**src/rtl/multicycle_ctrl.sv**
```systemverilog
// Multi-cycle control FSM for the 16-bit datapath.
// Sequences fetch / decode / execute / memory / write-back per instruction,
// drives the datapath enables and one shared memory port (req/ready), counts
// retired instructions and traps a memory port that never answers.
module multicycle_ctrl #(
   parameter int MEM_TIMEOUT = 15,
   parameter int CNT_W       = 16
) (
   input  logic             clk,
   input  logic             reset,
   input  logic [3:0]       opcode,
   input  logic             alu_zero,
   input  logic             mem_ready,
   output logic             mem_req,
   output logic             mem_we,
   output logic             mem_addr_sel,
   output logic             ir_load,
   output logic             pc_we,
   output logic [1:0]       pc_src,
   output logic             alu_src,
   output logic             reg_we,
   output logic             wb_sel,
   output logic             halted,
   output logic             fault,
   output logic [2:0]       state,
   output logic [CNT_W-1:0] retired
);

   typedef enum logic [2:0] {
      S_FETCH  = 3'd0,
      S_DECODE = 3'd1,
      S_EXEC   = 3'd2,
      S_MEM    = 3'd3,
      S_WB     = 3'd4,
      S_HALT   = 3'd5,
      S_FAULT  = 3'd6
   } state_t;

   localparam logic [3:0] OP_LW   = 4'h8;
   localparam logic [3:0] OP_SW   = 4'h9;
   localparam logic [3:0] OP_BEQ  = 4'hA;
   localparam logic [3:0] OP_JMP  = 4'hB;
   localparam logic [3:0] OP_HALT = 4'hF;

   // wait_cnt only has to reach MEM_TIMEOUT-1
   localparam int            WW   = (MEM_TIMEOUT > 1) ? $clog2(MEM_TIMEOUT) : 1;
   localparam logic [WW-1:0] LAST = WW'(MEM_TIMEOUT - 1);

   state_t           st, nxt;
   logic [3:0]       op_q;
   logic [WW-1:0]    wait_cnt;
   logic [CNT_W-1:0] ret_q;
   logic             retire;

   // Per-state enables, next state and retire strobe; everything is forced
   // to 0 while reset is held so no enable leaks out of an abandoned instruction.
   always_comb begin
      mem_req      = 1'b0;
      mem_we       = 1'b0;
      mem_addr_sel = 1'b0;
      ir_load      = 1'b0;
      pc_we        = 1'b0;
      pc_src       = 2'b00;
      alu_src      = 1'b0;
      reg_we       = 1'b0;
      wb_sel       = 1'b0;
      halted       = 1'b0;
      fault        = 1'b0;
      nxt          = st;
      retire       = 1'b0;
      case (st)
         S_FETCH: begin
            mem_req = 1'b1;
            if (mem_ready) begin
               ir_load = 1'b1;
               pc_we   = 1'b1;
               nxt     = S_DECODE;
            end
         end
         S_DECODE: begin
            // op_q is not loaded yet, so steer on the live IR field
            if (opcode == OP_HALT) begin
               nxt    = S_HALT;
               retire = 1'b1;
            end else begin
               nxt = S_EXEC;
            end
         end
         S_EXEC: begin
            if (!op_q[3]) begin
               nxt = S_WB;
            end else if (op_q == OP_LW || op_q == OP_SW) begin
               alu_src = 1'b1;
               nxt     = S_MEM;
            end else begin
               if (op_q == OP_BEQ) begin
                  pc_we  = alu_zero;
                  pc_src = 2'b01;
               end else if (op_q == OP_JMP) begin
                  pc_we  = 1'b1;
                  pc_src = 2'b10;
               end
               nxt    = S_FETCH;
               retire = 1'b1;
            end
         end
         S_MEM: begin
            mem_req      = 1'b1;
            mem_addr_sel = 1'b1;
            alu_src      = 1'b1;
            mem_we       = (op_q == OP_SW);
            if (mem_ready) begin
               if (op_q == OP_SW) begin
                  nxt    = S_FETCH;
                  retire = 1'b1;
               end else begin
                  nxt = S_WB;
               end
            end
         end
         S_WB: begin
            reg_we = 1'b1;
            wb_sel = (op_q == OP_LW);
            nxt    = S_FETCH;
            retire = 1'b1;
         end
         S_HALT:  halted = 1'b1;
         S_FAULT: fault  = 1'b1;
         default: nxt = S_FETCH;
      endcase
      // a ready on the last allowed cycle is not a timeout
      if (MEM_TIMEOUT != 0 && mem_req && !mem_ready && wait_cnt == LAST)
         nxt = S_FAULT;
      state   = st;
      retired = ret_q;
      if (reset) begin
         mem_req      = 1'b0;
         mem_we       = 1'b0;
         mem_addr_sel = 1'b0;
         ir_load      = 1'b0;
         pc_we        = 1'b0;
         pc_src       = 2'b00;
         alu_src      = 1'b0;
         reg_we       = 1'b0;
         wb_sel       = 1'b0;
         halted       = 1'b0;
         fault        = 1'b0;
         state        = 3'd0;
         retired      = '0;
      end
   end

   // State, opcode latch, unanswered-request counter and retire counter
   always_ff @(posedge clk) begin
      if (reset) begin
         st       <= S_FETCH;
         op_q     <= 4'h0;
         wait_cnt <= '0;
         ret_q    <= '0;
      end else begin
         st <= nxt;
         if (st == S_DECODE) op_q <= opcode;
         if (mem_req && !mem_ready) wait_cnt <= wait_cnt + 1'b1;
         else                       wait_cnt <= '0;
         if (retire) ret_q <= ret_q + 1'b1;
      end
   end

endmodule
```
**config.mk**
```make
export PLATFORM = sky130hd
export DESIGN_NAME = multicycle_ctrl
export DESIGN_NICKNAME = d
export VERILOG_FILES = /design/src/rtl/multicycle_ctrl.sv
export SDC_FILE = /design/constraint.sdc
export NUM_CORES = 1
export LEC_CHECK = 0
export BUFFER_PORTS_ARGS = -buffer_cell sky130_fd_sc_hd__buf_2
export CAP_MARGIN = 0
export CELL_PAD_IN_SITES_DETAIL_PLACEMENT = 1
export CELL_PAD_IN_SITES_GLOBAL_PLACEMENT = 1
export CORE_MARGIN = 2
export CORE_UTILIZATION = 35
export DETAILED_ROUTE_END_ITERATION = 10
export PLACE_DENSITY_LB_ADDON = 0.1
export SLEW_MARGIN = 5
export SYNTH_ARGS = -nofsm -noshare
export SYNTH_HDL_FRONTEND = slang
export SYNTH_SLANG_ARGS = --single-unit
```
**constraint.sdc**
```tcl
create_clock -name clk -period 5.02 [get_ports clk]
set_clock_uncertainty 0.05 [all_clocks]
set_input_delay 0.753 -clock clk [delete_from_list [all_inputs] [get_ports clk]]
set_output_delay 0.753 -clock clk [all_outputs]
set_load 0.01 [all_outputs]
```
# --- After elaboration in Yosys (flattened, before gate mapping) ---
# Index checks and enable logic that the tools add are counted.
word_totals:
  register_bits: 27
  out_inout_bits: 31
  wordCells: 87
op_classes:
  add_sub_neg: 2
  n_eq_ne: 17
  muxes: 49
  n_bitwise: 2
  n_reduce_logical: 12
op_table:
  columns: ["operator", "count"]
  rows:
  - ["$mux W1", 30]
  - ["$eq A4 B4 Y1 const B", 6]
  - ["$mux W3", 7]
  - ["$add A16 B1 Y16 const B", 1]
  - ["$mux W16", 1]
  - ["$pmux W3 S5", 1]
  - ["$mux W2", 7]
  - ["$eq A3 B3 Y1 const B", 3]
  - ["$reduce_or A2 Y1", 4]
  - ["$eq A3 B2 Y1 const B", 2]
  - ["$ne A3 B3 Y1 const B", 2]
  - ["$reduce_and A3 Y1", 2]
  - ["$add A4 B1 Y4 const B", 1]
  - ["$ne A2 B2 Y1 const B", 2]
  - ["$pmux W1 S2", 2]
  - ["$pmux W1 S4", 1]
  - ["$eq A3 B1 Y1 const B", 1]
  - ["$logic_and A1 B1 Y1", 3]
  - ["$logic_not A3 Y1", 1]
  - ["$ne A2 B1 Y1 const B", 1]
  - ["$not A1 Y1", 2]
  - ["$logic_not A1 Y1", 1]
  - ["$logic_or A1 B1 Y1", 1]

# --- Depth between registers and ports, before layout ---
# Gate-level depths: netlist (run 1).
logic_depth:
  depth_word: 7
  depth_mapped: 7

# --- Least setup slack after synthesis (run 1) ---
# OpenSTA, ideal clock, no wires.
synth_path:
  path_type: "input port to output port"
  start: "input reset"
  end: "output state[0]"
  arrival_time_ps: 1692
  required_time_ps: 4217
  path_slack_ps: 2525
  stages: 4
  cell_sequence: "clkbuf_1 -> clkbuf_1 -> buf_1 -> nor2_1"
synth_via:
  elab_chain_cells: 1
synth_rtl:
  columns: ["item", "line", "rtl"]
  rows:
  - ["from (decl)", "10", "input logic reset,"]
  - ["$mux W3", "136", "if (reset) begin"]
  - ["to (decl)", "25", "output logic [2:0] state,"]
# Every way passes these cells.

# --- Final worst setup path (run 1) ---
layout_path:
  start: "input reset"
  end: "output pc_we"
layout_via:
  elab_chain_cells: 1
layout_rtl:
  columns: ["item", "line", "rtl"]
  rows:
  - ["$mux W1", "136", null]
  - ["to (decl)", "18", "output logic pc_we,"]
# Every way passes these cells.

==> flow_summary.json, run 1 <==
{
  "min_period_ps": 3100,
  "synthDistinctLibCells": 39,
  "p_leak_uw": 0.000856,
  "cpPeakStageDelay_ps": 560,
  "rr_startpoint": "st[0]",
  "gp_congestion": 0.783,
  "grt_max_degree": 46,
  "status": "finished, final reports clean",
  "yosys_warnings": 0,
  "switching_power_uw": 114,
  "crit_family": "simple AND/OR/NAND/NOR gates",
  "cts_tree": "done",
  "cts_setup_buffers": 0,
  "r2r_end": "ret_q[8]",
  "cp.depth": 6,
  "n_fill_cell": 556,
  "die_w_um": 71.5,
  "syn_area_per_cell_sq_um": 8.25,
  "clk_path_buf_depth": 2,
  "final_antenna_net_count": 0,
  "grt_setup_unrepaired": "false",
  "cp_max_fo": 45,
  "setup_violations": 0,
  "crit_top_cell": "buf_2",
  "viasPerCell": 5.16,
  "slew-limit-headroom_pct": 49.0,
  "mappedNetlistNets": 204,
  "cp_data_arrival_time_ps": 2290,
  "syn_area_sq_um": 1590,
  "crit_chain": "buf_2 -> nor2_1 -> nand2_1 -> or4_1 -> o21bai_1 -> buf_2",
  "final_cell_mix": "buf_2, nor2_1, dfxtp_1",
  "grt_overflow": 0,
  "drt_first_pass_iters": 4,
  "io_pins": 39,
  "synth_seq_cells": 27,
  "cts_buffers": 3,
  "clk_pin_slew_ps": 100,
  "vias": 1429,
  "startpoint": "reset",
  "p_seq_share_pct": 56.1,
  "cp_slowest_cell": "or4_1",
  "numPortBuffers": 38,
  "sw_frac_of_total_pct": 27.9,
  "critPathBufInv": 2,
  "design.die.area_sq_um": 5110,
  "antenna_found_initial": 0,
  "hp-class": "reg -> reg",
  "cp.required_ps": 4220,
  "seq_area_frac_synth_pct": 33.9,
  "clock.fmax_mhz": 323,
  "endpoint": "pc_we",
  "die_h_um": 71.5,
  "wire_per_inst_um": 14.5,
  "layout_commonest_cell": "buf_2",
  "grt_pass1_wl_um": 6930,
  "nets": 237,
  "power_density_nw_per_um2": 224,
  "maxSlewViolCount": 0,
  "syn_to_final_growth_pct": 15.2,
  "reg2reg_slack_ps": 2650,
  "wirelength_um": 4030,
  "start_util_pct": 36.3,
  "setup_tns_ps": 0,
  "p_clk_share_pct": 31.4,
  "r2r.worst_path.cells": 5,
  "cts-resized-gates": 0,
  "tightestPinTransition_ps": 766,
  "grt_pass1_vias": 1435,
  "cts-root-buf": "clkbuf_8",
  "combPwrFrac_pct": 12.5,
  "final_layout_size_suffix_gt1_share_pct": 27.6,
  "hold_violations": 0,
  "worstSetupStartpointType": "primary input",
  "postSynthCellCount": 193,
  "cp-end-kind": "output pin",
  "crit_type": "in -> out",
  "drtIter0Drc": 112,
  "cts_max_level": 1,
  "drc_errors": 0,
  "holdWs_ps": 426,
  "post-route-period-util_pct": 61.7,
  "hpwl_um": 3000,
  "clk_latency_ps": 270,
  "cts.sinks": 27,
  "cap_violations": 0,
  "antennaDiodeCount": 0,
  "ir_worst_vdd_mv": 0.0893,
  "cts_hold_buf": 0,
  "p_int_uw": 296,
  "grt.total_usage_pct": 16.8,
  "core_sq_um": 4380,
  "rows": 24
}
[cell usage after synthesis (all sizes together)]
| cell type | n | area [sq um] |
|---|---|---|
| inv | 6 | 22.5 |
| a21o | 1 | 7.51 |
| and3 | 8 | 50.1 |
| dfxtp | 27 | 541 |
| xnor2 | 3 | 26.3 |
| a21oi | 8 | 47.6 |
| o32a | 1 | 22.5 |
| or4 | 1 | 7.51 |
| o221ai | 1 | 8.76 |
| or2b | 1 | 7.51 |
| nor3 | 4 | 20.0 |
| o22ai | 1 | 6.26 |
| nand3 | 9 | 45.0 |
| a31oi | 3 | 18.8 |
| nand2b | 3 | 26.3 |
| nand2 | 15 | 56.3 |
| buf | 5 | 38.8 |
| nand3b | 1 | 7.51 |
| o21ai | 7 | 35.0 |
| and3b | 1 | 8.76 |
| nor3b | 4 | 40.0 |
| nor2b | 17 | 106 |
| clkbuf | 5 | 18.8 |
| xor2 | 1 | 8.76 |
| and4 | 1 | 8.76 |
| nor2 | 32 | 120 |
| o21bai | 2 | 15.0 |
| or3 | 3 | 18.8 |
| nand4 | 6 | 50.0 |
| mux2 | 13 | 165 |
| ha | 3 | 37.5 |
[flip-flops by register name, indices dropped and copies added (netlist names)]
| signal | flops |
|---|---|
| wait_cnt | 4 |
| ret_q | 16 |
| op_q | 4 |
| st | 3 |
[power groups by stage]
stage | Combinational (uW) | Clock, uW | Sequential, uW
4_1_cts | 51.8 | 136 | 230
3_3_place_gp | 49.2 | 0 | 235
2_1_floorplan | 43.0 | 0 | 229
5_1_grt | 58.8 | 143 | 231
3_5_place_dp | 51.7 | 0 | 235
6_report | 51.4 | 129 | 230
[how the worst min path moves through the flow]
stage,endpoint,start,slack [ps],cells after the start
finish,wait_cnt[0],wait_cnt[0],430,1
global route,wait_cnt[0],wait_cnt[0],460,1
CTS,wait_cnt[0],wait_cnt[0],440,1
detailed placement,wait_cnt[0],wait_cnt[0],410,1
global placement,wait_cnt[0],wait_cnt[0],400,1
floorplan,wait_cnt[0],wait_cnt[0],380,1
[metal layers]
metal,GRT usage [%],routed length (um),vias to the layer above
met5,0,0,-
met4,3.77,17,0
met3,2.53,99,2
met2,27.7,1950,16
met1,23.3,1960,687
li1,-,-,724
[logic make-up (layout without fill, tap and decap cells)]
logic type / Yosys count / count (layout) / synth area share (%)
AO/OA/AOI/OAI: 24 / 24 / 10.1
XOR/XNOR: 4 / 4 / 2.20
adder cells (fa/ha/maj): 3 / 3 / 2.36
buffers and inverters: 16 / 48 / 5.03
flip-flops: 27 / 27 / 33.9
multiplexers: 13 / 13 / 10.4
AND/OR/NAND/NOR: 106 / 106 / 36.0
[cell type report]
| type | instances | area (sq um) | area share (%) |
|---|---|---|---|
| clock buffers | 4 | 45.0 | 2.45 |
| inverters | 6 | 22.5 | 1.23 |
| multi-input cells | 150 | 972 | 53.0 |
| flip-flops and latches | 27 | 541 | 29.4 |
| well taps | 52 | 65.1 | 3.54 |
| repair buffers | 38 | 190 | 10.4 |
[stage by stage]
stage	setup WS (ps)	total power (uW)	utilization (%)	instances	cell area, sq um
global placement	2010	284	40.8	273	1790
global route	1760	433	41.9	277	1840
CTS	1920	418	41.9	277	1840
detailed placement	1930	287	40.8	273	1790
floorplan	2530	272	-	193	1590
finish	1920	410	41.9	277	1840
[worst reg2reg max path: cells and delay by family, from the launching register on]
kind	cells	cell delay (ps)
compound gates	2	760
flops	1	530
simple gates	2	610
mux	1	330
(Power assumes the default switching activity.)
==> inputs of run 2 (changes only) <==
- clock period: 5.02 -> 2.63 ns (I/O delays scaled with it)
==> flow_summary.json, run 2 (synthesis results as in run 1) <==
{
  "status": "finished, final reports clean",
  "numPortBuffers": 38,
  "cts_setup_buffers": 0,
  "cts_max_level": 1,
  "cap_violations": 0,
  "largest_register": "ret_q",
  "hpwl_um": 3030,
  "maxSlewViolCount": 0,
  "cp_slowest_cell": "or4_1",
  "ir_worst_vdd_mv": 0.152,
  "cp_data_arrival_time_ps": 1930,
  "hold_violations": 0,
  "power_density_nw_per_um2": 421,
  "grt.total_usage_pct": 16.5,
  "cp.depth": 5,
  "gp_congestion": 0.844,
  "drtIter0Drc": 64,
  "cp_max_fo": 18,
  "antenna_found_initial": 0,
  "design.die.area_sq_um": 5110,
  "grt_max_degree": 45,
  "cts_tree": "done",
  "clock.fmax_mhz": 421,
  "cp.required_ps": 2190,
  "final_cell_mix": "buf_2, nor2_1, dfxtp_1",
  "wirelength_um": 3960,
  "final_layout_size_suffix_gt1_share_pct": 28.5,
  "die_w_um": 71.5,
  "rows": 24,
  "viasPerCell": 5.20,
  "crit_type": "reg -> out",
  "clk_latency_ps": 280,
  "p_leak_uw": 0.000871,
  "min_period_ps": 2380,
  "core_sq_um": 4380,
  "crit_family": "simple AND/OR/NAND/NOR gates",
  "grt_overflow": 0,
  "setup_tns_ps": 0,
  "die_h_um": 71.5,
  "layout_commonest_cell": "buf_2",
  "wire_per_inst_um": 14.2,
  "final_antenna_net_count": 0,
  "drc_errors": 0,
  "syn_to_final_growth_pct": 16.7,
  "cpPeakStageDelay_ps": 560,
  "grt_pass1_wl_um": 6910,
  "critPathBufInv": 1,
  "antennaDiodeCount": 0,
  "worstHoldPathCells": 3,
  "crit_chain": "nor2_1 -> nand2_1 -> or4_1 -> o21bai_1 -> buf_2",
  "hp-class": "in -> reg",
  "cts_buffers": 3,
  "cts_hold_buf": 0,
  "cts-root-buf": "clkbuf_8",
  "clk_path_buf_depth": 2,
  "io_pins": 39,
  "slew-limit-headroom_pct": 65.1,
  "drt_first_pass_iters": 4,
  "largest_register_ffs": 16,
  "start_util_pct": 36.3,
  "post-route-period-util_pct": 90.4,
  "cts.sinks": 27,
  "clk_pin_slew_ps": 90,
  "reg.largest.list": "ret_q: 16 flops, op_q: 4 flops, wait_cnt: 4 flops",
  "cts-resized-gates": 0,
  "tightestPinTransition_ps": 522,
  "grt_pass1_vias": 1482,
  "cp-end-kind": "output pin",
  "vias": 1455,
  "worstSetupStartpointType": "flop",
  "grt_setup_unrepaired": "false",
  "r2r.worst_path.cells": 6,
  "nets": 240,
  "holdWs_ps": 308,
  "setup_violations": 0
}
## run 2: changes by cell type in the layout (fill, tap and decap cells not counted), sizes merged
cell,previous run,this run
buf,38,41
## run 2: through the flow
step / util, % / power, uW / setup slack (ps) / std cells / cell area (sq um)
after floorplan: - / 518 / 788 / 193 / 1590
after global placement: 41.4 / 545 / 502 / 276 / 1810
after detailed placement: 41.4 / 550 / 429 / 276 / 1810
after CTS: 42.4 / 795 / 239 / 280 / 1860
after global routing: 42.4 / 823 / 125 / 280 / 1860
final: 42.4 / 782 / 253 / 280 / 1860
## run 2: worst reg2reg max path: cells and delay by family, from the launching register on
| family | cells | cell delay, ps |
|---|---|---|
| muxes | 1 | 310 |
| DFF | 1 | 500 |
| buffers and inverters | 1 | 210 |
| and+or+nand+nor | 2 | 490 |
| AOI/OAI and AO/OA | 2 | 540 |
## run 2: power by group
part / leakage [uW] / switching, uW / internal [uW]
sequential: 0.000218 / 19.5 / 419
clock: 0.0000228 / 134 / 109
combinational: 0.000630 / 60.2 / 40.2
total: 0.000871 / 214 / 568
## run 2: layout make-up
class | count | area [sq um]
tap | 52 | 65.1
clock buffer | 4 | 45.0
fill | 563 | 2530
timing repair buffer | 41 | 213
sequential | 27 | 541
inverter | 6 | 22.5
multi-input combinational | 150 | 972
## run 2: final timing paths
kind	startpoint	endpoint	slack, ps
worst min-delay path	opcode[2]	op_q[2]	310
worst max register to register	st[0]	ret_q[8]	420
worst min register to register	wait_cnt[0]	wait_cnt[0]	420
worst max-delay path	st[2]	pc_we	250
## run 2: routing by layer
metal | vias to the layer above | global-route usage, % | part of all wire [%]
li1 | 729 | - | -
met2 | 22 | 28.2 | 49
met3 | 5 | 3.23 | 3.6
met4 | 0 | 4.40 | 1.2
met5 | - | 0 | 0
met1 | 699 | 21.2 | 46
